**src/rtl/pwm_cap_pkg.sv**
```systemverilog
// Shared types and helpers for the PWM capture block: FSM state encoding,
// nominal-period and counter-width helpers.
package pwm_cap_pkg;

  typedef enum logic [1:0] {
    IDLE  = 2'd0,
    MEAS  = 2'd1,
    STUCK = 2'd2
  } cap_state_e;

  function automatic int nominal_period(input int cnt_w);
    return 1 << cnt_w;
  endfunction

  function automatic int cnt_width(input int max_val);
    return $clog2(max_val + 1);
  endfunction

  localparam int CNT_W_DEFAULT  = 4;
  localparam int NOMINAL_PERIOD = nominal_period(CNT_W_DEFAULT);

endpackage

```
**src/rtl/pwm_in_sync.sv**
```systemverilog
// Input conditioning for pwm_capture: 2-flop synchronizer, optional glitch
// filter (PWM_CAP_GLITCH_FILTER_EN), and registered rise/fall strobes.
module pwm_in_sync #(
  parameter int FILT_N = 2
) (
  input  logic clk,
  input  logic rst_n,
  input  logic pwm_in,
  output logic lvl,
  output logic rise,
  output logic fall
);

  if (FILT_N < 1) begin : g_bad_filt
    $error("pwm_in_sync: FILT_N must be at least 1");
  end

  logic meta_q, meta_d;
  logic sync_q, sync_d;
  logic lvl_q, lvl_d;
  logic rise_q, rise_d;
  logic fall_q, fall_d;
  logic s;

`ifdef PWM_CAP_GLITCH_FILTER_EN
  localparam int FW = $clog2(FILT_N + 1);

  logic          filt_q, filt_d;
  logic [FW-1:0] run_q, run_d;

  // The filtered level only flips once the synced input has disagreed with it
  // for FILT_N consecutive cycles; any shorter excursion resets the run.
  always_comb begin
    filt_d = filt_q;
    run_d  = '0;
    if (sync_q != filt_q) begin
      if (run_q == FW'(FILT_N - 1)) filt_d = sync_q;
      else                          run_d  = run_q + FW'(1);
    end
  end

  always_ff @(posedge clk or negedge rst_n) begin
    if (!rst_n) begin
      filt_q <= 1'b0;
      run_q  <= '0;
    end else begin
      filt_q <= filt_d;
      run_q  <= run_d;
    end
  end

  assign s = filt_q;
`else
  assign s = sync_q;
`endif

  always_comb begin
    meta_d = pwm_in;
    sync_d = meta_q;
    lvl_d  = s;
    rise_d = s & ~lvl_q;
    fall_d = ~s & lvl_q;
  end

  always_ff @(posedge clk or negedge rst_n) begin
    if (!rst_n) begin
      meta_q <= 1'b0;
      sync_q <= 1'b0;
      lvl_q  <= 1'b0;
      rise_q <= 1'b0;
      fall_q <= 1'b0;
    end else begin
      meta_q <= meta_d;
      sync_q <= sync_d;
      lvl_q  <= lvl_d;
      rise_q <= rise_d;
      fall_q <= fall_d;
    end
  end

  // lvl is the level delayed to line up with the registered strobes.
  assign lvl  = lvl_q;
  assign rise = rise_q;
  assign fall = fall_q;

endmodule

```
**src/rtl/pwm_capture.sv**
```systemverilog
// PWM capture: recovers the duty code and period of an incoming PWM waveform
// and flags stuck-high / lost input. Optional glitch filter: PWM_CAP_GLITCH_FILTER_EN.
module pwm_capture
  import pwm_cap_pkg::*;
#(
  parameter int CNT_W   = 4,
  parameter int TIMEOUT = 32,
  parameter int FILT_N  = 2
) (
  input  logic                          clk,
  input  logic                          rst_n,
  input  logic                          pwm_in,
  output logic [CNT_W-1:0]              duty_out,
  output logic [cnt_width(TIMEOUT)-1:0] period_out,
  output logic                          duty_valid,
  output logic                          period_ok,
  output logic                          stuck_hi,
  output logic                          sig_lost,
  output cap_state_e                    state_dbg
);

  localparam int              PW      = cnt_width(TIMEOUT);
  localparam logic [PW-1:0]   CNT_MAX = PW'(TIMEOUT);
  localparam logic [PW-1:0]   NOM     = PW'(nominal_period(CNT_W));

  if (TIMEOUT <= nominal_period(CNT_W)) begin : g_bad_timeout
    $error("pwm_capture: TIMEOUT must exceed 2**CNT_W");
  end

  logic lvl, rise, fall;

  pwm_in_sync #(
    .FILT_N (FILT_N)
  ) u_sync (
    .clk    (clk),
    .rst_n  (rst_n),
    .pwm_in (pwm_in),
    .lvl    (lvl),
    .rise   (rise),
    .fall   (fall)
  );

  cap_state_e       state_q, state_d;
  logic [PW-1:0]    cyc_cnt_q, cyc_cnt_d;
  logic [PW-1:0]    hi_len_q, hi_len_d;
  logic [CNT_W-1:0] duty_q, duty_d;
  logic [PW-1:0]    period_q, period_d;
  logic             ok_q, ok_d;
  logic             valid_q, valid_d;
  logic             stuck_q, stuck_d;
  logic             lost_q, lost_d;

  always_comb begin
    state_d   = state_q;
    cyc_cnt_d = cyc_cnt_q;
    hi_len_d  = hi_len_q;
    duty_d    = duty_q;
    period_d  = period_q;
    ok_d      = ok_q;
    valid_d   = 1'b0;
    stuck_d   = stuck_q;
    lost_d    = lost_q;

    if (rise)                     cyc_cnt_d = PW'(1);
    else if (cyc_cnt_q != CNT_MAX) cyc_cnt_d = cyc_cnt_q + PW'(1);

    if (rise)      hi_len_d = PW'(1);
    else if (fall) hi_len_d = cyc_cnt_q;

    case (state_q)
      IDLE: begin
        if (rise) state_d = MEAS;
      end
      MEAS: begin
        // A rise in the same cycle as the timeout still closes a valid period.
        if (rise) begin
          period_d = cyc_cnt_q;
          ok_d     = (cyc_cnt_q == NOM) && (hi_len_q <= NOM);
          if (hi_len_q > NOM)      duty_d = '1;
          else if (hi_len_q == '0) duty_d = '0;
          else                     duty_d = CNT_W'(hi_len_q - PW'(1));
          valid_d  = 1'b1;
          stuck_d  = 1'b0;
          lost_d   = 1'b0;
        end else if (cyc_cnt_q == CNT_MAX) begin
          state_d = STUCK;
          if (lvl) begin
            duty_d   = '1;
            period_d = '0;
            ok_d     = 1'b0;
            stuck_d  = 1'b1;
            valid_d  = 1'b1;
          end else begin
            lost_d = 1'b1;
          end
        end
      end
      STUCK: begin
        // The period starting here is the first complete one; flags clear when it closes.
        if (rise) state_d = MEAS;
      end
      default: state_d = IDLE;
    endcase
  end

  always_ff @(posedge clk or negedge rst_n) begin
    if (!rst_n) begin
      state_q   <= IDLE;
      cyc_cnt_q <= '0;
      hi_len_q  <= '0;
      duty_q    <= '0;
      period_q  <= '0;
      ok_q      <= 1'b0;
      valid_q   <= 1'b0;
      stuck_q   <= 1'b0;
      lost_q    <= 1'b0;
    end else begin
      state_q   <= state_d;
      cyc_cnt_q <= cyc_cnt_d;
      hi_len_q  <= hi_len_d;
      duty_q    <= duty_d;
      period_q  <= period_d;
      ok_q      <= ok_d;
      valid_q   <= valid_d;
      stuck_q   <= stuck_d;
      lost_q    <= lost_d;
    end
  end

  assign duty_out   = duty_q;
  assign period_out = period_q;
  assign duty_valid = valid_q;
  assign period_ok  = ok_q;
  assign stuck_hi   = stuck_q;
  assign sig_lost   = lost_q;
  assign state_dbg  = state_q;

endmodule

```
**config.mk**
```make
export PLATFORM = sky130hd
export DESIGN_NAME = pwm_capture
export DESIGN_NICKNAME = d
export VERILOG_FILES = /design/src/rtl/pwm_cap_pkg.sv /design/src/rtl/pwm_in_sync.sv /design/src/rtl/pwm_capture.sv
export SDC_FILE = /design/constraint.sdc
export NUM_CORES = 1
export LEC_CHECK = 0
export BUFFER_PORTS_ARGS = -buffer_cell sky130_fd_sc_hd__buf_4
export CAP_MARGIN = 25
export CORE_MARGIN = 2
export CORE_UTILIZATION = 49
export CTS_CLUSTER_DIAMETER = 200
export DETAILED_ROUTE_END_ITERATION = 12
export PLACE_DENSITY = 0.69
export SYNTH_ARGS = -nofsm -noshare
export SYNTH_HDL_FRONTEND = slang
export SYNTH_SLANG_ARGS = --single-unit
```
**constraint.sdc**
```tcl
create_clock -name clk -period 2.7 [get_ports clk]
set_clock_uncertainty 0.1 [all_clocks]
set_input_delay 0.54 -clock clk [delete_from_list [all_inputs] [get_ports clk]]
set_output_delay 0.54 -clock clk [all_outputs]
set_load 0.03 [all_outputs]
```
---- Word-level counts from Yosys, hierarchy flattened ----
Cells that the tools add are included.
word-level totals
  memories kept ........................... 0
  logic and storage cells ................. 71
  ROM bits ................................ 0
  output and inout port bits .............. 16
  latch bits .............................. 0
  bits of input ports ..................... 3
  bits in writable memories ............... 0
  register bits ........................... 33
operators by class
  reduce and logical (&&, ||, !) cells .... 11
  $add $sub $neg .......................... 2
  order comparisons ....................... 2
  div/mod/pow operators ................... 0
  shift operators ......................... 0
  mux-type cells .......................... 29
  equality and inequality tests ........... 9
  multipliers ............................. 0
  bitwise gates (word level) .............. 4
operators by type and width
  cell                                                                              number
  6-bit two-way mux                                                                 7
  4-bit two-way mux                                                                 5
  1-bit two-way mux                                                                 13
  3-bit AND reduction                                                               3
  2-bit nonzero test                                                                4
  6-bit by 1-bit adder with 6-bit output, second input constant                     1
  6-bit by 5-bit equality test with 1-bit output, second input constant             1
  6-bit equality test, second input constant                                        1
  6-bit by 5-bit > comparator with 1-bit output, second input constant              1
  6-bit by 5-bit less-or-equal comparator with 1-bit output, second input constant  1
  6-bit logical NOT                                                                 1
  2-bit two-way mux                                                                 3
  2-bit inequality test, second input constant                                      3
  6-bit inequality test, second input constant                                      1
  2-bit one-hot mux with 2 select lines                                             1
  4-bit by 1-bit subtractor with 4-bit output, second input constant                1
  1-bit AND                                                                         2
  2-bit by 1-bit equality test with 1-bit output, second input constant             1
  2-bit equality test, second input constant                                        1
  2-bit logical NOT                                                                 1
  2-bit by 1-bit inequality test with 1-bit output, second input constant           1
  1-bit inverter                                                                    2
  2-bit OR reduction                                                                1
  1-bit logical AND                                                                 1

---- Longest topological paths before layout ----
Gate-level depths: netlist of the first run.
  depth after elaboration ................. 4
  gate-level depth with buffers ........... 6
  gate-level depth less buffers ........... 6

---- By module ----
A second synthesis of the first run with hierarchy kept.
second synthesis, totals
  cell total of the unflattened synthesis .. 115
  area, all modules ....................... 1430.1 µm²
by module, submodules not included
  module       seq. area each (µm²)  cells an instance  times used  area an instance (µm²)
  pwm_capture  700.7                 108                1           1290.0
  pwm_in_sync  125.1                 7                  1           140.1

---- Least setup slack after synthesis of the first run ----
Ideal clock, no wire load.
  kind .................................... register -> register
  start point ............................. reg hi_len_q[0]
  end point ............................... reg ok_q, in the netlist period_ok
  arrival time ............................ 1513 ps
  required time ........................... 2535 ps
  library setup time ...................... 65 ps
  period minus slack after synthesis ...... 1678 ps
  path buffers ............................ 0
  stages on the path, launching flop included .. 6
  slack ................................... 1022 ps
  cell sequence ........................... dfrtp_1 inv_1 ha_1 or3b_4 a2111oi_4 mux2_4
on the way
  cells in the longest elaborated chain, start to end .. 3
RTL lines
  item                                                       RTL line            text
  from (decl)                                                pwm_capture.sv:45   logic [PW-1:0] hi_len_q, hi_len_d;
  from (signal assigned)                                     pwm_capture.sv:120  hi_len_q <= hi_len_d;
  6-bit by 5-bit less-or-equal comparator with 1-bit output  pwm_capture.sv:78   ok_d = (cyc_cnt_q == NOM) && (hi_len_q <= NOM);
  1-bit logical AND                                          pwm_capture.sv:78
  1-bit two-way mux                                          pwm_capture.sv:76   if (rise) begin
  to (signal assigned)                                       pwm_capture.sv:123  ok_q <= ok_d;
  to (decl)                                                  pwm_capture.sv:48   logic ok_q, ok_d;
No other way between the ends.
A chain may end at the register's enable or synchronous reset.

---- Worst setup path in the final report of the first run ----
  start point ............................. reg cyc_cnt_q[0]
  end point ............................... reg ok_q, in the netlist period_ok
on the way
  cells in the longest elaborated chain, start to end .. 3
  elaborated cells on any way between the ends .. 6
  classes of those cells .................. eq/ne: 2; mux: 1; reduce/logical: 3
RTL lines
  item                                                                                          RTL line                              text
  from (decl)                                                                                   pwm_capture.sv:44                     logic [PW-1:0] cyc_cnt_q, cyc_cnt_d;
  from (signal assigned)                                                                        pwm_capture.sv:119                    cyc_cnt_q <= cyc_cnt_d;
  6-bit equality test / 6-bit by 5-bit equality test with 1-bit output (equally long branches)  pwm_capture.sv:85, pwm_capture.sv:78
  2-bit nonzero test (no line) / 1-bit logical AND (equally long branches)                      n/a
  3-bit AND reduction (no line) / 1-bit two-way mux (equally long branches)                     n/a
Parallel ways exist; a longest one is shown, timed or not.

==> impl_results.md, run 1 <==
* Clk Latency, worst-skew pair at about 330 ps
* Crit path cell chain: inv_1 -> ha_1 -> and4bb_4 -> a21oi_4 -> inv_2 -> mux2_4
* Vias in the first global route at about 1,000
* Grt ovf at 0
* Post-route clock period utilization at between 60% and 70%
* Cts hold-fix bufs at 0
* Avg Inst Size Synth at 11.82 µm²
* Via Count at around 1,100
* Layout cells sized above 1 at approximately 24%
* CTS tree: built
* Tot GR Track Use at approximately a fifth
* Drt total wl at approximately 2.9 mm
* DR pass1 iterations at 4
* Arrival time of the worst setup path at 1990 ps
* Via density at just under 6
* ANT nets after route at 0
* Buffer and inverter count on the worst path at 2
* Row cnt at 20
* Largest net degree at the start of global routing at 34
* Reg2reg path depth at 6
* Top FF cell, synth: dfrtp_1
* Pint at slightly above 0.8 mW
* Fmax at roughly 540 MHz
* Setup violations, final at 0
* Post-DR wirelength/cell at around 16 µm
* Cell family with most CP delay: flip-flops
* CP max FO at 7
* Total I/O pin count at 19
* Worst reg2reg setup slack at around 840 ps
* Synth top area cells: dfrtp_1, ha_1, mux2i_1
* FF-to-FF End: period_ok
* First-pass GRT wire length at 4.809 mm
* Worst Hold Class: in2async
* Switching power at between 0.4 and 0.5 mW
* Num Clock Sinks at 33
* Htree depth at 2
* Netlist Area Pre-Place at roughly 1500 µm²
* Warnings from Yosys at 0
* Full die area at 3575 µm²
* Final HPWL DP at roughly 2.1 mm
* Initial core utilization at between 50% and 60%
* Grt met3 use at ~6.7%
* CP peak stage delay at about 470 ps
* Sw frac at a little over a third
* # Max-Cap Violations at 0
* CP Data Required Time at roughly 2800 ps
* Post-CTS sizing at 0
* Slew headroom at a little over two thirds
* Max VDD drop at 0.4289 mV
* Setup bufs post-CTS at 0
* Area leader, netlist: dfrtp_1
* Synth Instances at roughly 130
* Status: complete, no violations
* Number of synthesized flops with an enable pin at 0
* CORE AREA at ~3000 µm²
* Setup crit end: period_ok
* P&R area growth vs syn at 12.14%
* Syn nets at ~140
* Met2 usage at between 20% and 30%
* Ys async rst share at 100.0%
* GR Layer Usage met1 at between 20% and 30%
* RSZ-0062 raised after global routing: no
* Routability Congestion at ~0.80
* Gate power share at about a quarter
* Reg2reg start: cyc_cnt_q[0]
* Port bufs at 18
* Placed Cells at 173
* Actual slew at the worst max-slew pin at 440.8 ps
* Sum Neg Setup Slack at 0 ps
* Area share of the largest cell type after synthesis at between 50% and 60%
* Pwr/cell area at 739.8 nW/µm²
* Max Slew Vio Count at 0
* CTS max path bufs at 2
* Initial antenna violation count at 0
* Flop pwr share at ~52%
* Final hold violation count at 0
* Static leakage at between 0.7 and 0.8 nW
* Sequential share of the synthesized area at between 50% and 60%
* WP depth at 6
* Die height at 59.79 µm
* Worst setup startpoint: cyc_cnt_q[0]
* Tmin final at 1860 ps
* Clk root buf: clkbuf_4
* Max stage delay cell, worst path: dfrtp_1
* TritonCTS buffer count at 5
* Antenna diodes at 0
* Layout Nets at roughly 150
* Critical Path End Type: flip-flop
* Clk pwr share at around a fifth
* Yosys cell types at between 40 and 50
* Final cell count without fillers at approximately 180
* Initial drt markers at 40
* Crit Path Class: reg2reg
* Die width at about 60 µm
* DRC at 0
* Gr busiest metal: met2
* Startpoint Class: flip-flop
* Reg clk slew, reported paths at 100 ps
* #FFs+latches synth at 33
==> cell families (layout without fill, tap and decap cells) <==
family / count (synthesis) / in the layout / share of synthesized area [%]
DFF: 33 / 33 / 54.14
buffers and inverters: 13 / 32 / 4.512
and+or+nand+nor: 35 / 35 / 14.36
muxes: 6 / 6 / 4.266
AOI/OAI and AO/OA: 34 / 34 / 17.15
adders and majority gates: 4 / 4 / 3.282
xor gates and xnor gates: 4 / 4 / 2.297
==> through the flow <==
| stage | util (%) | setup slack (ps) | hold WS, ps | power [mW] | cell area, µm² |
|---|---|---|---|---|---|
| global placement | 55.13 | 937.4 | 245.5 | 1.001 | 1655 |
| global route | 56.96 | 705.6 | 24.10 | 1.337 | 1710 |
| floorplan | - | 1022 | 144.4 | 0.9196 | 1525 |
| detailed placement | 55.13 | 873.8 | 248.5 | 1.010 | 1655 |
| CTS | 56.96 | 854.8 | 19.46 | 1.279 | 1710 |
| finish | 56.96 | 840.1 | 24.56 | 1.265 | 1710 |
==> power groups by stage <==
stage               combinational, mW  clock (mW)  sequential [mW]
global placement                0.335           0            0.667
finish                          0.338       0.266            0.661
CTS                             0.341       0.278            0.661
detailed placement              0.339           0            0.671
global route                    0.367       0.297            0.673
floorplan                       0.237           0            0.683
==> layout make-up <==
cell class	count	area, µm²
tap	33	41.29
fill	269	1292
clock inverter	3	17.52
clock buffer	5	37.54
multi-input combinational	83	630.6
sequential	33	825.8
timing repair buffer	18	135.1
inverter	6	22.52
==> cells in the final DEF (no fill, tap or decap), drive strengths merged, types with 5 or more instances in the layout <==
| master | n |
|---|---|
| clkbuf | 5 |
| o21ai | 6 |
| inv | 6 |
| buf | 18 |
| a21oi | 6 |
| mux2i | 5 |
| a22o | 6 |
| dfrtp | 33 |
| nor2 | 8 |
==> how the worst min path moves through the flow <==
stage	start	end	slack, ps	cells past startpoint
global placement	u_sync.meta_q	u_sync.lvl_d	250	0
global route	rst_n	hi_len_q[3]	20	1
floorplan	rst_n	cyc_cnt_q[0]	140	0
CTS	rst_n	hi_len_q[3]	20	1
finish	rst_n	duty_valid	20	1
detailed placement	u_sync.meta_q	u_sync.lvl_d	250	0
==> routing by layer <==
layer  share of wire [%]  up-vias
li1                    -      501
met1                  46      518
met2                  48       32
met3                 4.2        6
met4                 1.8        0
met5                   0        -
==> worst reg2reg max path: cells and delay by family (launching register included) <==
family	cells	cell delay, ps
and+or+nand+nor	1	240
DFF	1	470
muxes	1	300
buffers and inverters	2	210
adders and majority gates	1	230
AOI/OAI and AO/OA	1	220
==> synthesized netlist by cell type (4+ instances only) <==
master,instances
a21oi_1,5
nand2b_1,4
nor2b_1,4
mux2i_1,5
a31oi_1,4
dfrtp_1,33
a22o_1,5
inv_1,5
a211oi_1,4
o21ai_0,6
nor2_1,8
ha_1,4
nor3_1,4
==> sequential cells by signal, summed over array words and instances, names as in the netlist, 2 cells and up <==
name and flops:
hi_len_q 6, period_out 6, state_dbg 2, cyc_cnt_q 6
duty_out 4
(Power assumes the default switching activity.)
==> inputs of run 2 (changes only) <==
ABC_AREA = 1   (was not set)
PLACE_DENSITY = 0.72   (was 0.69)
clock period = 1.61 ns   (was 2.7 ns; I/O delays follow)
==> run 2 against run 1 <==
Non-clock buffer count is 6 higher. Combinational power is 100% higher. Largest cell class unchanged. Clock power increased by 58%. Fmax increased by 25%. Critical path depth up 1. Flip-flop and latch count unchanged. Synthesized cell count rose by 28%. Worst hold slack improved by 240 ps. Global-route usage grew 0.11 points. Cell area up 3.0%. Die area shrank 0.98%. First-iteration DRC count rose by 10%.
==> impl_results.md, run 2 <==
* Ys async rst share at 100.0% (unchanged)
* Layout cells sized above 1 at 22.16% (-2.2 points)
* CTS max path bufs at 2 (unchanged)
* Num Clock Sinks at 33 (unchanged)
* Initial drt markers at 44 (+10%)
* Warnings from Yosys at 0 (unchanged)
* DR pass1 iterations at 4 (unchanged)
* Largest net degree at the start of global routing at 34 (unchanged)
* Clk Latency, worst-skew pair at 330 ps (about the same)
* Worst Hold Class: reg2reg
* Via density at 5.088 (-13%)
* Sequential share of the synthesized area at 54.73% (+0.58 points)
* DRC at 0 (unchanged)
* Antenna diodes at 0 (unchanged)
* #FFs+latches synth at 33 (unchanged)
* Grt ovf at 0 (unchanged)
* Hold path cells at 0
* ANT nets after route at 0 (unchanged)
* Actual slew at the worst max-slew pin at 411.8 ps (-28.93 ps)
* Crit path top cell by count: nand2_1
* Final hold violation count at 0 (unchanged)
* Clk pwr share at 19.3% (-1.7 points)
* Synth top area cells: dfrtp_1, nand2_1, inv_1
* Arrival time of the worst setup path at 1610 ps (-380 ps)
* Tmin final at 1482 ps (-377.5 ps)
* Full die area at 3540 µm² (-0.98%)
* Tot GR Track Use at 18.77% (+0.11 points)
* Area leader, netlist: dfrtp_1
* Pint at 1.395 mW (+72%)
* Status: complete, no violations
* Critical Path End Type: flip-flop
* Row cnt at 20 (unchanged)
* Setup violations, final at 0 (unchanged)
* Reg2reg start: cyc_cnt_q[0]
* Most common cell after layout, fill and taps aside: nand2_1
* Post-DR wirelength/cell at 12.30 µm (-22%)
* P&R area growth vs syn at 16.75%
* Layout fillers at 266 (-1.1%)
* Worst reg2reg setup slack at 130 ps (-710 ps)
* Setup bufs post-CTS at 0 (unchanged)
* Via Count at 1,155 (+9.3%)
* Final HPWL DP at 2.117 mm (+3.0%)
* Routability Congestion at 0.8454 (+5.5%)
* Sum Neg Setup Slack at 0 ps (unchanged)
* Leading cell types in the layout, fill and taps excluded: nand2_1, dfrtp_1, buf_4
* Die height at 59.50 µm (-0.49%)
* First-pass GRT wire length at 4.830 mm (+0.44%)
* # Max-Cap Violations at 0 (unchanged)
* CP peak stage delay at 420 ps (-50 ps)
* RSZ-0062 raised after global routing: no
* Synth Instances at 165 (+28%)
* Number of synthesized flops with an enable pin at 0 (unchanged)
* Gate power share at 31.6% (+4.9 points)
* Max VDD drop at 0.5748 mV (+34%)
* Commonest cells post-synth: nand2_1, dfrtp_1, inv_1
* Clk root buf: clkbuf_4
* Max stage delay cell, worst path: dfrtp_1
* Slew headroom at 72.55% (+1.9 points)
* Drt total wl at 2.792 mm (-2.2%)
* Htree depth at 2 (unchanged)
* Area share of the largest cell type after synthesis at 54.73% (+0.58 points)
* Pwr/cell area at 1236 nW/µm² (+67%)
* Initial core utilization at 50.67% (-0.12 points)
* Reg clk slew, reported paths at 90 ps (about the same)
* Die width at 59.50 µm (-0.49%)
* Max Slew Vio Count at 0 (unchanged)
* Post-route clock period utilization at 92.08% (+23 points)
* Flop pwr share at 49.1% (-3.1 points)
* FF-to-FF End: duty_out[3]
* Netlist Area Pre-Place at 1509 µm² (-1.1%)
* Placed Cells at 217 (+25%)
* Port bufs at 18 (unchanged)
* Sw frac at 35.93% (+0.15 points)
* Yosys cell types at 24 (-41%)
* Top FF cell, synth: dfrtp_1
* Avg Inst Size Synth at 9.145 µm² (-23%)
* Cell family with most CP delay: simple AND/OR/NAND/NOR gates
* CTS tree: built
* Hold EP: u_sync.lvl_d
* Total I/O pin count at 19 (unchanged)
* Syn nets at 172 (+26%)
* Crit path cell chain: inv_1 -> ha_2 -> nand4_4 -> nand2_2 -> nand2_4 -> nand2_1 -> nand2_1
* Final cell count without fillers at 227 (+25%)
* Buffer and inverter count on the worst path at 1 (-1)
* Initial antenna violation count at 0 (unchanged)
* Fmax at 674.6 MHz (+25%)
* Static leakage at 0.9248 nW (+20%)
* Vias in the first global route at 1,116 (+6.4%)
* Crit Path Class: reg2reg
* Most frequent cell after synthesis: nand2_1
* CORE AREA at 2978 µm² (-0.83%)
* TritonCTS buffer count at 5 (unchanged)
* Startpoint Class: flip-flop
* Hold Startpoint: u_sync.meta_q
* Reg2reg path depth at 7 (+1)
* CP max FO at 12 (+5)
* CP Data Required Time at 1740 ps (-1090 ps)
* Switching power at 0.7821 mW (+73%)
* Layout Nets at 200 (+30%)
## run 2: worst max path at each step
stage               depth (start not counted)     endpoint          from  slack [ps]
finish                                      7  duty_out[3]  cyc_cnt_q[0]         130
floorplan                                   8  duty_out[2]  cyc_cnt_q[0]         170
detailed placement                          7  duty_out[3]  cyc_cnt_q[0]          30
CTS                                         7  duty_out[3]  cyc_cnt_q[0]          10
global placement                            7  duty_out[1]  cyc_cnt_q[0]         110
global route                                7  duty_out[3]  cyc_cnt_q[0]           8
## run 2: cell families (layout without fill, tap and decap cells)
group,Yosys count,after routing,share of synthesized area [%]
flip-flops,33,33,54.73
AO/OA/AOI/OAI,14,14,6.136
AND/OR/NAND/NOR,89,89,27.36
buffers and inverters,22,51,6.717
adder cells (fa/ha/maj),4,4,3.317
XOR/XNOR,3,3,1.742
## run 2: through the flow
step / total power, mW / area [µm²] / hold WS, ps / worst slack, ps / utilization [%]
6_report: 2.177 / 1762 / 264.8 / 127.5 / 59.16
3_5_place_dp: 1.765 / 1685 / 185.3 / 29.03 / 56.60
5_1_grt: 2.304 / 1762 / 272.8 / 8.021 / 59.16
4_1_cts: 2.194 / 1754 / 268.0 / 11.31 / 58.91
2_1_floorplan: 1.539 / 1509 / -73.59 / 165.5 / -
3_3_place_gp: 1.740 / 1685 / 176.0 / 110.1 / 56.60
## run 2: layout make-up
cell class                 count  area [µm²]  area share (%)
sequential                    33       825.8           46.87
tap                           33       41.29           2.344
inverter                      19       71.32           4.048
timing repair buffer          24       185.2           10.51
multi-input combinational    110       589.3           33.45
clock buffer                   8       48.80           2.770
## run 2: timing repair
action                                  4_1_cts  5_1_grt
endpoints found under the hold margin        34        0
resized for setup                             0        2
hold buffers                                  2        0
endpoints found under the setup margin        0       13
## run 2: metal layers
metal | global-route usage (%) | vias to the layer above | part of all wire (%)
li1 | - | 583 | -
met1 | 22.04 | 536 | 43
met2 | 31.24 | 29 | 49
met3 | 4.585 | 7 | 5.4
met4 | 10.48 | 0 | 2.5
met5 | 0 | - | 0
## run 2: power by group through the flow
stage | sequential [mW] | combinational, mW | clock [mW]
4_1_cts | 1.07 | 0.685 | 0.440
5_1_grt | 1.09 | 0.754 | 0.464
3_3_place_gp | 1.08 | 0.662 | 0
3_5_place_dp | 1.09 | 0.679 | 0
2_1_floorplan | 1.19 | 0.347 | 0
6_report | 1.07 | 0.688 | 0.421
